<file path="config.mk">
export PLATFORM = sky130hd
export DESIGN_NAME = flit_packet_tx
export DESIGN_NICKNAME = d
export VERILOG_FILES = /design/src/rtl/flit_packet_tx_pkg.sv /design/src/rtl/flit_packet_tx_checksum_calc.sv /design/src/rtl/flit_packet_tx.sv
export SDC_FILE = /design/constraint.sdc
export NUM_CORES = 1
export LEC_CHECK = 0
export CAP_MARGIN = 20
export CORE_MARGIN = 2
export CORE_UTILIZATION = 40
export DETAILED_ROUTE_END_ITERATION = 12
export GPL_TIMING_DRIVEN = 0
export PLACE_DENSITY = 0.69
export SKIP_CTS_REPAIR_TIMING = 1
export SYNTH_ARGS = -nofsm -noshare
export SYNTH_HDL_FRONTEND = slang
export SYNTH_HIERARCHICAL = 1
export SYNTH_SLANG_ARGS = --single-unit
</file>
<file path="constraint.sdc">
create_clock -name clk -period 6.4 [get_ports clk]
set_input_delay 0.96 -clock clk [delete_from_list [all_inputs] [get_ports clk]]
set_output_delay 0.96 -clock clk [all_outputs]
set_load 0.01 [all_outputs]
</file>
<file path="src/rtl/flit_packet_tx_pkg.sv">
// Shared types for the NoC flit protocol: the flit layout, status codes,
// the transmit FSM encoding and the checksum helper.
//
// Flit layout (128 bits, MSB first):
//   [127:125] version   [124] is_ack   [123:122] flittype   [121:120] rsvd
//   [119:112] src_id    [111:104] dst_id
//   [103:96]  packet_id [95:88] flit_num          (together: flit_id)
//   [87:16]   payload (head_t for HEAD, 72-bit data word for BODY/TAIL)
//   [15:0]    checksum = XOR of the seven 16-bit slices of [127:16]
package flit_packet_tx_pkg;

    localparam int FLIT_W            = 128;
    localparam int PAYLOAD_W         = 72;
    localparam int CHECKSUM_W        = 16;
    localparam int NUM_ENTRIES       = 8;
    localparam int MAX_PAYLOAD_FLITS = NUM_ENTRIES - 1;
    localparam int CHECKSUM_SLICES   = (FLIT_W - CHECKSUM_W) / CHECKSUM_W;

    typedef logic [7:0]            node_id_t;
    typedef logic [7:0]            packet_id_t;
    typedef logic [CHECKSUM_W-1:0] checksum_t;
    typedef logic [PAYLOAD_W-1:0]  body_t;

    typedef enum logic [1:0] {
        FT_HEAD = 2'd0,
        FT_BODY = 2'd1,
        FT_TAIL = 2'd2,
        FT_ACK  = 2'd3
    } flittype_t;

    typedef enum logic [7:0] {
        H_NORMAL = 8'h00
    } header_type_t;

    typedef enum logic [31:0] {
        NO_ERROR            = 32'h0000_0000,
        TX_NOT_REACHABLE    = 32'h0000_0002,
        GENERAL_FATAL_ERROR = 32'h8000_0000
    } signal_t;

    typedef enum logic [3:0] {
        NORMAL   = 4'd0,
        WAIT_ACK = 4'd1,
        ERROR    = 4'd2
    } noc_state_t;

    typedef enum logic [2:0] {
        TX_IDLE     = 3'd0,
        TX_LOAD     = 3'd1,
        TX_SEND     = 3'd2,
        TX_WAIT_ACK = 3'd3,
        TX_FINISH   = 3'd4
    } tx_fsm_t;

    typedef struct packed {
        logic [2:0] version;
        logic       is_ack;
        flittype_t  flittype;
        logic [1:0] rsvd;
        node_id_t   src_id;
        node_id_t   dst_id;
        packet_id_t packet_id;
        logic [7:0] flit_num;
    } header_t;

    typedef struct packed {
        node_id_t     global_src_id;
        node_id_t     global_dst_id;
        logic [7:0]   length;
        logic [7:0]   vc;
        header_type_t header;
        logic         option_flag;
        logic [30:0]  options;
    } head_t;

    typedef struct packed {
        header_t   hdr;
        body_t     payload;
        checksum_t checksum;
    } flit_t;

    // XOR of every 16-bit slice above the checksum field itself.
    function automatic checksum_t flit_checksum(flit_t f);
        logic [FLIT_W-1:0] bits;
        checksum_t         c;
        bits = f;
        c    = '0;
        for (int s = 0; s < CHECKSUM_SLICES; s++) begin
            c = c ^ bits[CHECKSUM_W*(s+1) +: CHECKSUM_W];
        end
        return c;
    endfunction

endpackage

</file>
<file path="src/rtl/flit_packet_tx_checksum_calc.sv">
// flit_checksum_calc: combinational checksum of a flit. The checksum field
// of the input is ignored, so the same block generates a checksum for an
// outgoing flit and recomputes one to check against an incoming flit.
//   i_flit     : flit to checksum
//   o_checksum : XOR of the seven 16-bit slices of i_flit[127:16]
module flit_checksum_calc
    import flit_packet_tx_pkg::*;
(
    input  flit_t     i_flit,
    output checksum_t o_checksum
);

    assign o_checksum = flit_checksum(i_flit);

endmodule

</file>
<file path="src/rtl/flit_packet_tx.sv">
// flit_packet_tx: transmit side of the NoC flit protocol.
// Takes one packet request plus 1..7 payload words, emits HEAD, BODY..., TAIL
// flits with checksums, then waits for the matching ACK. On ACK timeout the
// whole packet is replayed from the internal buffer, up to MAX_RETRY times.
//
// Handshakes (req, data, flit_out): a transfer happens on a rising clk edge
// where valid && ready are both high. A producer holds valid and its payload
// stable until the transfer; ready may change freely.
//
// Ports:
//   clk, rst          : clock, asynchronous active-high reset
//   req_*             : packet request (dst, packet id, length 1..7)
//   data_valid/ready  : payload words, one per handshake
//   data              : 72-bit payload word
//   flit_out_*        : outgoing flit stream
//   ack_valid/ack_flit: incoming ACK candidates, consumed every cycle
//   done              : one-cycle pulse when a packet finishes
//   tx_signal         : sticky status of the last packet
//   state             : NORMAL / WAIT_ACK / ERROR
//   dbg_fsm           : raw FSM state for observation
module flit_packet_tx
    import flit_packet_tx_pkg::*;
#(
    parameter node_id_t   NODE_ID     = 8'h00,
    parameter logic [2:0] VERSION     = 3'd1,
    parameter int         ACK_TIMEOUT = 1024,
    parameter int         MAX_RETRY   = 3
) (
    input  logic         clk,
    input  logic         rst,
    input  logic         req_valid,
    output logic         req_ready,
    input  logic [7:0]   req_dst_id,
    input  logic [7:0]   req_packet_id,
    input  logic [7:0]   req_length,
    input  logic         data_valid,
    output logic         data_ready,
    input  logic [71:0]  data,
    output logic         flit_out_valid,
    input  logic         flit_out_ready,
    output logic [127:0] flit_out,
    input  logic         ack_valid,
    input  logic [127:0] ack_flit,
    output logic         done,
    output logic [31:0]  tx_signal,
    output logic [3:0]   state,
    output logic [2:0]   dbg_fsm
);

    localparam int TIMER_W = (ACK_TIMEOUT < 1) ? 1 : $clog2(ACK_TIMEOUT + 1);
    localparam int RETRY_W = (MAX_RETRY < 1) ? 1 : $clog2(MAX_RETRY + 1);

    tx_fsm_t             r_fsm;
    tx_fsm_t             w_fsm_nxt;
    node_id_t            r_dst;
    packet_id_t          r_pid;
    logic [2:0]          r_len;
    logic [2:0]          r_idx;
    logic [TIMER_W-1:0]  r_timer;
    logic [RETRY_W-1:0]  r_retry;
    signal_t             r_sig;
    body_t               r_buf [MAX_PAYLOAD_FLITS];

    logic      w_req_ready;
    logic      w_data_ready;
    logic      w_flit_valid;
    logic      w_done;
    logic      w_len_ok;
    logic      w_load_last;
    logic      w_send_last;
    logic      w_expire;
    logic      w_retry_done;
    logic      w_ack_match;
    head_t     w_head;
    flit_t     w_flit;
    flit_t     w_ack;
    checksum_t w_flit_cks;
    checksum_t w_ack_cks;

    assign w_len_ok     = (req_length != 8'd0) && (req_length <= 8'(MAX_PAYLOAD_FLITS));
    assign w_load_last  = (r_idx == r_len - 3'd1);
    assign w_send_last  = (r_idx == r_len);
    // Timer reaches zero on this cycle's decrement.
    assign w_expire     = (r_timer <= TIMER_W'(1));
    assign w_retry_done = (r_retry >= RETRY_W'(MAX_RETRY));

    // ------------------------------------------------------------------
    // FSM: state register
    // ------------------------------------------------------------------
    always_ff @(posedge clk or posedge rst) begin
        if (rst) begin
            r_fsm <= TX_IDLE;
        end else begin
            r_fsm <= w_fsm_nxt;
        end
    end

    // ------------------------------------------------------------------
    // FSM: next state and control outputs
    // ------------------------------------------------------------------
    always_comb begin
        w_fsm_nxt    = r_fsm;
        w_req_ready  = 1'b0;
        w_data_ready = 1'b0;
        w_flit_valid = 1'b0;
        w_done       = 1'b0;
        case (r_fsm)
            TX_IDLE: begin
                w_req_ready = 1'b1;
                if (req_valid) begin
                    w_fsm_nxt = w_len_ok ? TX_LOAD : TX_FINISH;
                end
            end
            TX_LOAD: begin
                w_data_ready = 1'b1;
                if (data_valid && w_load_last) begin
                    w_fsm_nxt = TX_SEND;
                end
            end
            TX_SEND: begin
                w_flit_valid = 1'b1;
                if (flit_out_ready && w_send_last) begin
                    w_fsm_nxt = TX_WAIT_ACK;
                end
            end
            TX_WAIT_ACK: begin
                // A matching ACK beats a simultaneous timeout.
                if (w_ack_match) begin
                    w_fsm_nxt = TX_FINISH;
                end else if (w_expire) begin
                    w_fsm_nxt = w_retry_done ? TX_FINISH : TX_SEND;
                end
            end
            TX_FINISH: begin
                w_done    = 1'b1;
                w_fsm_nxt = TX_IDLE;
            end
            default: begin
                w_fsm_nxt = TX_IDLE;
            end
        endcase
    end

    // ------------------------------------------------------------------
    // Packet context, flit index, ACK timer, retry count, status
    // ------------------------------------------------------------------
    always_ff @(posedge clk or posedge rst) begin
        if (rst) begin
            r_dst   <= '0;
            r_pid   <= '0;
            r_len   <= '0;
            r_idx   <= '0;
            r_timer <= '0;
            r_retry <= '0;
            r_sig   <= NO_ERROR;
        end else begin
            case (r_fsm)
                TX_IDLE: begin
                    if (req_valid) begin
                        r_dst   <= req_dst_id;
                        r_pid   <= req_packet_id;
                        r_len   <= req_length[2:0];
                        r_idx   <= '0;
                        r_retry <= '0;
                        r_sig   <= w_len_ok ? NO_ERROR : GENERAL_FATAL_ERROR;
                    end
                end
                TX_LOAD: begin
                    if (data_valid) begin
                        r_idx <= w_load_last ? 3'd0 : r_idx + 3'd1;
                    end
                end
                TX_SEND: begin
                    if (flit_out_ready) begin
                        if (w_send_last) begin
                            r_idx   <= '0;
                            r_timer <= TIMER_W'(ACK_TIMEOUT);
                        end else begin
                            r_idx <= r_idx + 3'd1;
                        end
                    end
                end
                TX_WAIT_ACK: begin
                    r_timer <= r_timer - TIMER_W'(1);
                    if (w_ack_match) begin
                        r_sig <= NO_ERROR;
                    end else if (w_expire) begin
                        if (w_retry_done) begin
                            r_sig <= TX_NOT_REACHABLE;
                        end else begin
                            r_retry <= r_retry + RETRY_W'(1);
                            r_idx   <= '0;
                        end
                    end
                end
                default: begin
                end
            endcase
        end
    end

    // Payload buffer: contents are meaningless after reset, so no reset.
    always_ff @(posedge clk) begin
        if (r_fsm == TX_LOAD && data_valid) begin
            r_buf[r_idx] <= data;
        end
    end

    // ------------------------------------------------------------------
    // Outgoing flit assembly (checksum field left zero, filled below)
    // ------------------------------------------------------------------
    always_comb begin
        w_head               = '0;
        w_head.global_src_id = NODE_ID;
        w_head.global_dst_id = r_dst;
        w_head.length        = {5'd0, r_len};
        w_head.vc            = 8'd0;
        w_head.header        = H_NORMAL;
        w_head.option_flag   = 1'b0;
        w_head.options       = '0;

        w_flit               = '0;
        w_flit.hdr.version   = VERSION;
        w_flit.hdr.is_ack    = 1'b0;
        w_flit.hdr.src_id    = NODE_ID;
        w_flit.hdr.dst_id    = r_dst;
        w_flit.hdr.packet_id = r_pid;
        w_flit.hdr.flit_num  = {5'd0, r_idx};
        if (r_idx == 3'd0) begin
            w_flit.hdr.flittype = FT_HEAD;
            w_flit.payload      = w_head;
        end else begin
            w_flit.hdr.flittype = w_send_last ? FT_TAIL : FT_BODY;
            w_flit.payload      = r_buf[r_idx - 3'd1];
        end
    end

    flit_checksum_calc u_tx_cks (
        .i_flit     (w_flit),
        .o_checksum (w_flit_cks)
    );

    // ------------------------------------------------------------------
    // ACK matching
    // ------------------------------------------------------------------
    assign w_ack = ack_flit;

    flit_checksum_calc u_ack_cks (
        .i_flit     (w_ack),
        .o_checksum (w_ack_cks)
    );

    assign w_ack_match = (r_fsm == TX_WAIT_ACK) && ack_valid &&
                         w_ack.hdr.is_ack &&
                         (w_ack.hdr.dst_id == NODE_ID) &&
                         (w_ack.hdr.src_id == r_dst) &&
                         (w_ack.hdr.packet_id == r_pid) &&
                         (w_ack_cks == w_ack.checksum);

    // ------------------------------------------------------------------
    // Outputs
    // ------------------------------------------------------------------
    // req_ready is forced low while rst is held, even though IDLE is entered.
    assign req_ready      = w_req_ready && !rst;
    assign data_ready     = w_data_ready;
    assign flit_out_valid = w_flit_valid;
    assign flit_out       = w_flit_valid ? {w_flit[FLIT_W-1:CHECKSUM_W], w_flit_cks}
                                         : '0;
    assign done           = w_done;
    assign tx_signal      = r_sig;
    assign dbg_fsm        = r_fsm;

    always_comb begin
        state = NORMAL;
        if (r_fsm == TX_WAIT_ACK) begin
            state = WAIT_ACK;
        end else if (r_fsm == TX_FINISH && r_sig != NO_ERROR) begin
            state = ERROR;
        end
    end

endmodule

</file>
==> metrics <==
Worst Tran Pin Value=1038 ps; final slew viol count=0; hold slack final=510.9 ps; final hold violations=0; worst r2r dst=r_idx[0]; endpoint class of the critical path=primary output; CTS tree=built; Synth Register Bits=544; Post-Synth Adder-Cell Area=0.3523%; Tcrit/Tclk final=98.38%; layout cell share with drive strength beyond 1=16.02%; fin nets=2331; slowest stage delay, CP=590 ps; total grt overflow=0; Clock Pin Slew Worst Setup and Hold Paths=60 ps; # placed instances=2873; simple logic cell fraction of the synthesized area=6.840%; Design Area, Final=32320 um2; DRC=0; complex-gate fraction of the synthesized area=4.671%; sequential fraction of the synthesis area=64.91%; IO Count=401; synthesized area per cell=15.60 um2; CP most frequent cell=buf_6; first drt pass iteration count=5; Die X-Extent=253.3 um; RR Startpoint=dbg_fsm[1]; Critical-path top delay cell=clkdlybuf4s50_1; worst endpoint data arrival time=5340 ps; worst min-delay path category=flip-flop to flip-flop; hold path start=r_retry[0]; initial antenna violation count=13; Area growth syn-to-layout=30.01%; DRT antenna net count=0; vias in the first global route=15830; Post-Place Cell Area=30260 um2; DR vias=15910; RePlAce Congestion=0.8240; R2R Setup Slk=2980 ps; CP Data Required Time=5440 ps; critical path depth=17; cell taking the most area after synthesis=edfxtp_1; die height=253.3 um; Hold EP=r_retry[0]; Avg WL per Cell=25.32 um; Clock Skew=20.19 ps; Final Setup Violations=0; total track usage=22.92%; Fill cells=5024; CP Max Fanout=10; DR vias/cell=5.342; worst setup path category=flip-flop to primary output; htree depth=2; post-synthesis mux area share=10.34%; Worst Setup SP=r_idx[0]; post-synthesis xor/xnor area fraction=9.663%; Post-DP HPWL=55.50 mm; Num CTS Buffers=52; ys flop type=edfxtp_1; delay-heaviest family, CP=buffers and inverters; CP cell instances=buf_2 > buf_6 > buf_6 > buf_6 > inv_1 > ha_1 > xnor2_4 > buf_6 > clkbuf_4 > nor2_1 > a211oi_2 > a21oi_4 > nor2_1 > xnor3_1 > xnor3_1 > and3_1 > clkdlybuf4s50_1; post-layout util=52.47%; number of synthesized flops with an enable pin=504; Max Clk Rate=158.8 MHz; Synth area leaders=edfxtp_1 (61%), mux4_2 (6.5%), xnor3_1 (5.8%); count leader, synth=edfxtp_1; slew margin rel.=30.59%; Max clock buf depth=3; top-area cell type share of the netlist area=60.88%; Max-Cap Viols=0; Rows=91; status=finished, final reports clean; Initial Utilization=40.36%; die area=64160 um2; first-pass GRT wire length=105.6 mm; CP Launch Type=flip-flop; worst path buffer plus inverter count=8; Port Buffer Count=350; Power, Total=14.68 mW; synth cell count leaders=edfxtp_1 (504), nor2_1 (161), a21oi_1 (78), nor3_1 (78), xnor2_1 (76); Yosys cell types=48; Hold Path Cell Cnt=1; Worst R2R Path Depth=8; Iter 0 DRT Violations=1486; core area=61600 um2; Peak VDD IR=0.2604 mV; mapped cell area=24860 um2; Synth Instances=1594; fin crit period=6296 ps; Routed WL=75.41 mm; clock root buffer=clkbuf_16; largest family of logic cells by synthesized area=multiplexers; P per Cell Area=454.2 nW/um2; FFs w/ async S/R, synth=7.353%; synth warn=6; post-route insts no fill=2978; CTS Sinks=544; largest net degree at the start of global routing=41; worst-skew pair later-pin latency=600 ps; P_leak=11.30 nW
[worst reg2reg max path, stage by stage, from the launching register on]
cell	delay, ps
dfrtp_1	350
clkbuf_1	320
nand3b_1	380
nor4_1	530
nand4_1	130
nor4_1	650
clkbuf_1	430
or2_4	220
mux2_4	290
[metrics by stage]
step           worst slack (ps)  setup TNS, ps
2_1_floorplan              1263              0
6_report                  103.6              0
5_1_grt                  -13.34         -13.34
3_5_place_dp              -1392         -35150
4_1_cts                   -2058         -92350
3_3_place_gp              -2535       -1110270
[metal layers]
metal / wire length (um) / global-route usage, %
met1: 28550 / 28.08
met2: 37270 / 39.08
met5: 72 / 0
met4: 3039 / 9.738
met3: 6484 / 5.088
[final cells by class]
type / instances / area [um2] / share of cell area (%)
clock buffers: 63 / 1364 / 4.220
multi-input cells: 958 / 8453 / 26.15
diodes: 6 / 15.01 / 0.04646
well taps: 837 / 1047 / 3.240
inverters: 12 / 45.04 / 0.1394
clock inverters: 32 / 301.5 / 0.9330
plain buffers: 147 / 875.8 / 2.710
repair buffers: 379 / 4083 / 12.63
flip-flops and latches: 544 / 16140 / 49.92
[registers in the layout, indices dropped and copies added, names as in the netlist]
register and flops:
r_buf 504, r_timer 11, r_dst 8, r_pid 8
dbg_fsm 3, r_idx 3, r_len 3, r_retry 2
tx_signal 2
[placed cells by master (no fill, tap or decap), types with 14 or more instances in the layout]
cell / instances
and2_1: 14
clkbuf_16: 53
and3_1: 34
xor2_1: 31
o21ai_0: 21
mux2i_1: 73
nor2_1: 156
clkbuf_1: 48
mux2_2: 18
a21oi_2: 20
nand2_1: 27
edfxtp_1: 504
clkbuf_2: 17
conb_1: 69
nor3_1: 76
a21oi_1: 51
xnor3_1: 62
clkdlybuf4s50_1: 348
dfrtp_1: 40
a211oi_1: 67
xnor2_1: 74
buf_4: 61
mux4_2: 72
[worst max-delay path by stage]
| stage | to | slack (ps) |
|---|---|---|
| floorplan | r_buf[5][0] | 1260 |
| global placement | r_buf[5][26] | -2530 |
| detailed placement | flit_out[14] | -1390 |
| CTS | flit_out[14] | -2060 |
| global route | flit_out[13] | -10 |
| finish | flit_out[13] | 100 |
[logic make-up (layout without fill, tap and decap cells)]
logic type,Yosys count,count (layout)
adder cells (fa/ha/maj),7,7
other,2,75
multiplexers,164,164
buffers and inverters,159,633
AO/OA/AOI/OAI,187,187
XOR/XNOR,172,172
AND/OR/NAND/NOR,359,359
flip-flops,544,544
[where the power goes]
part           total, mW  internal [mW]  switching, mW
Sequential          4.32           4.05          0.265
Combinational       7.33           3.27           4.06
Clock               3.03           1.72           1.31
Power figures use the tool's default switching activity.
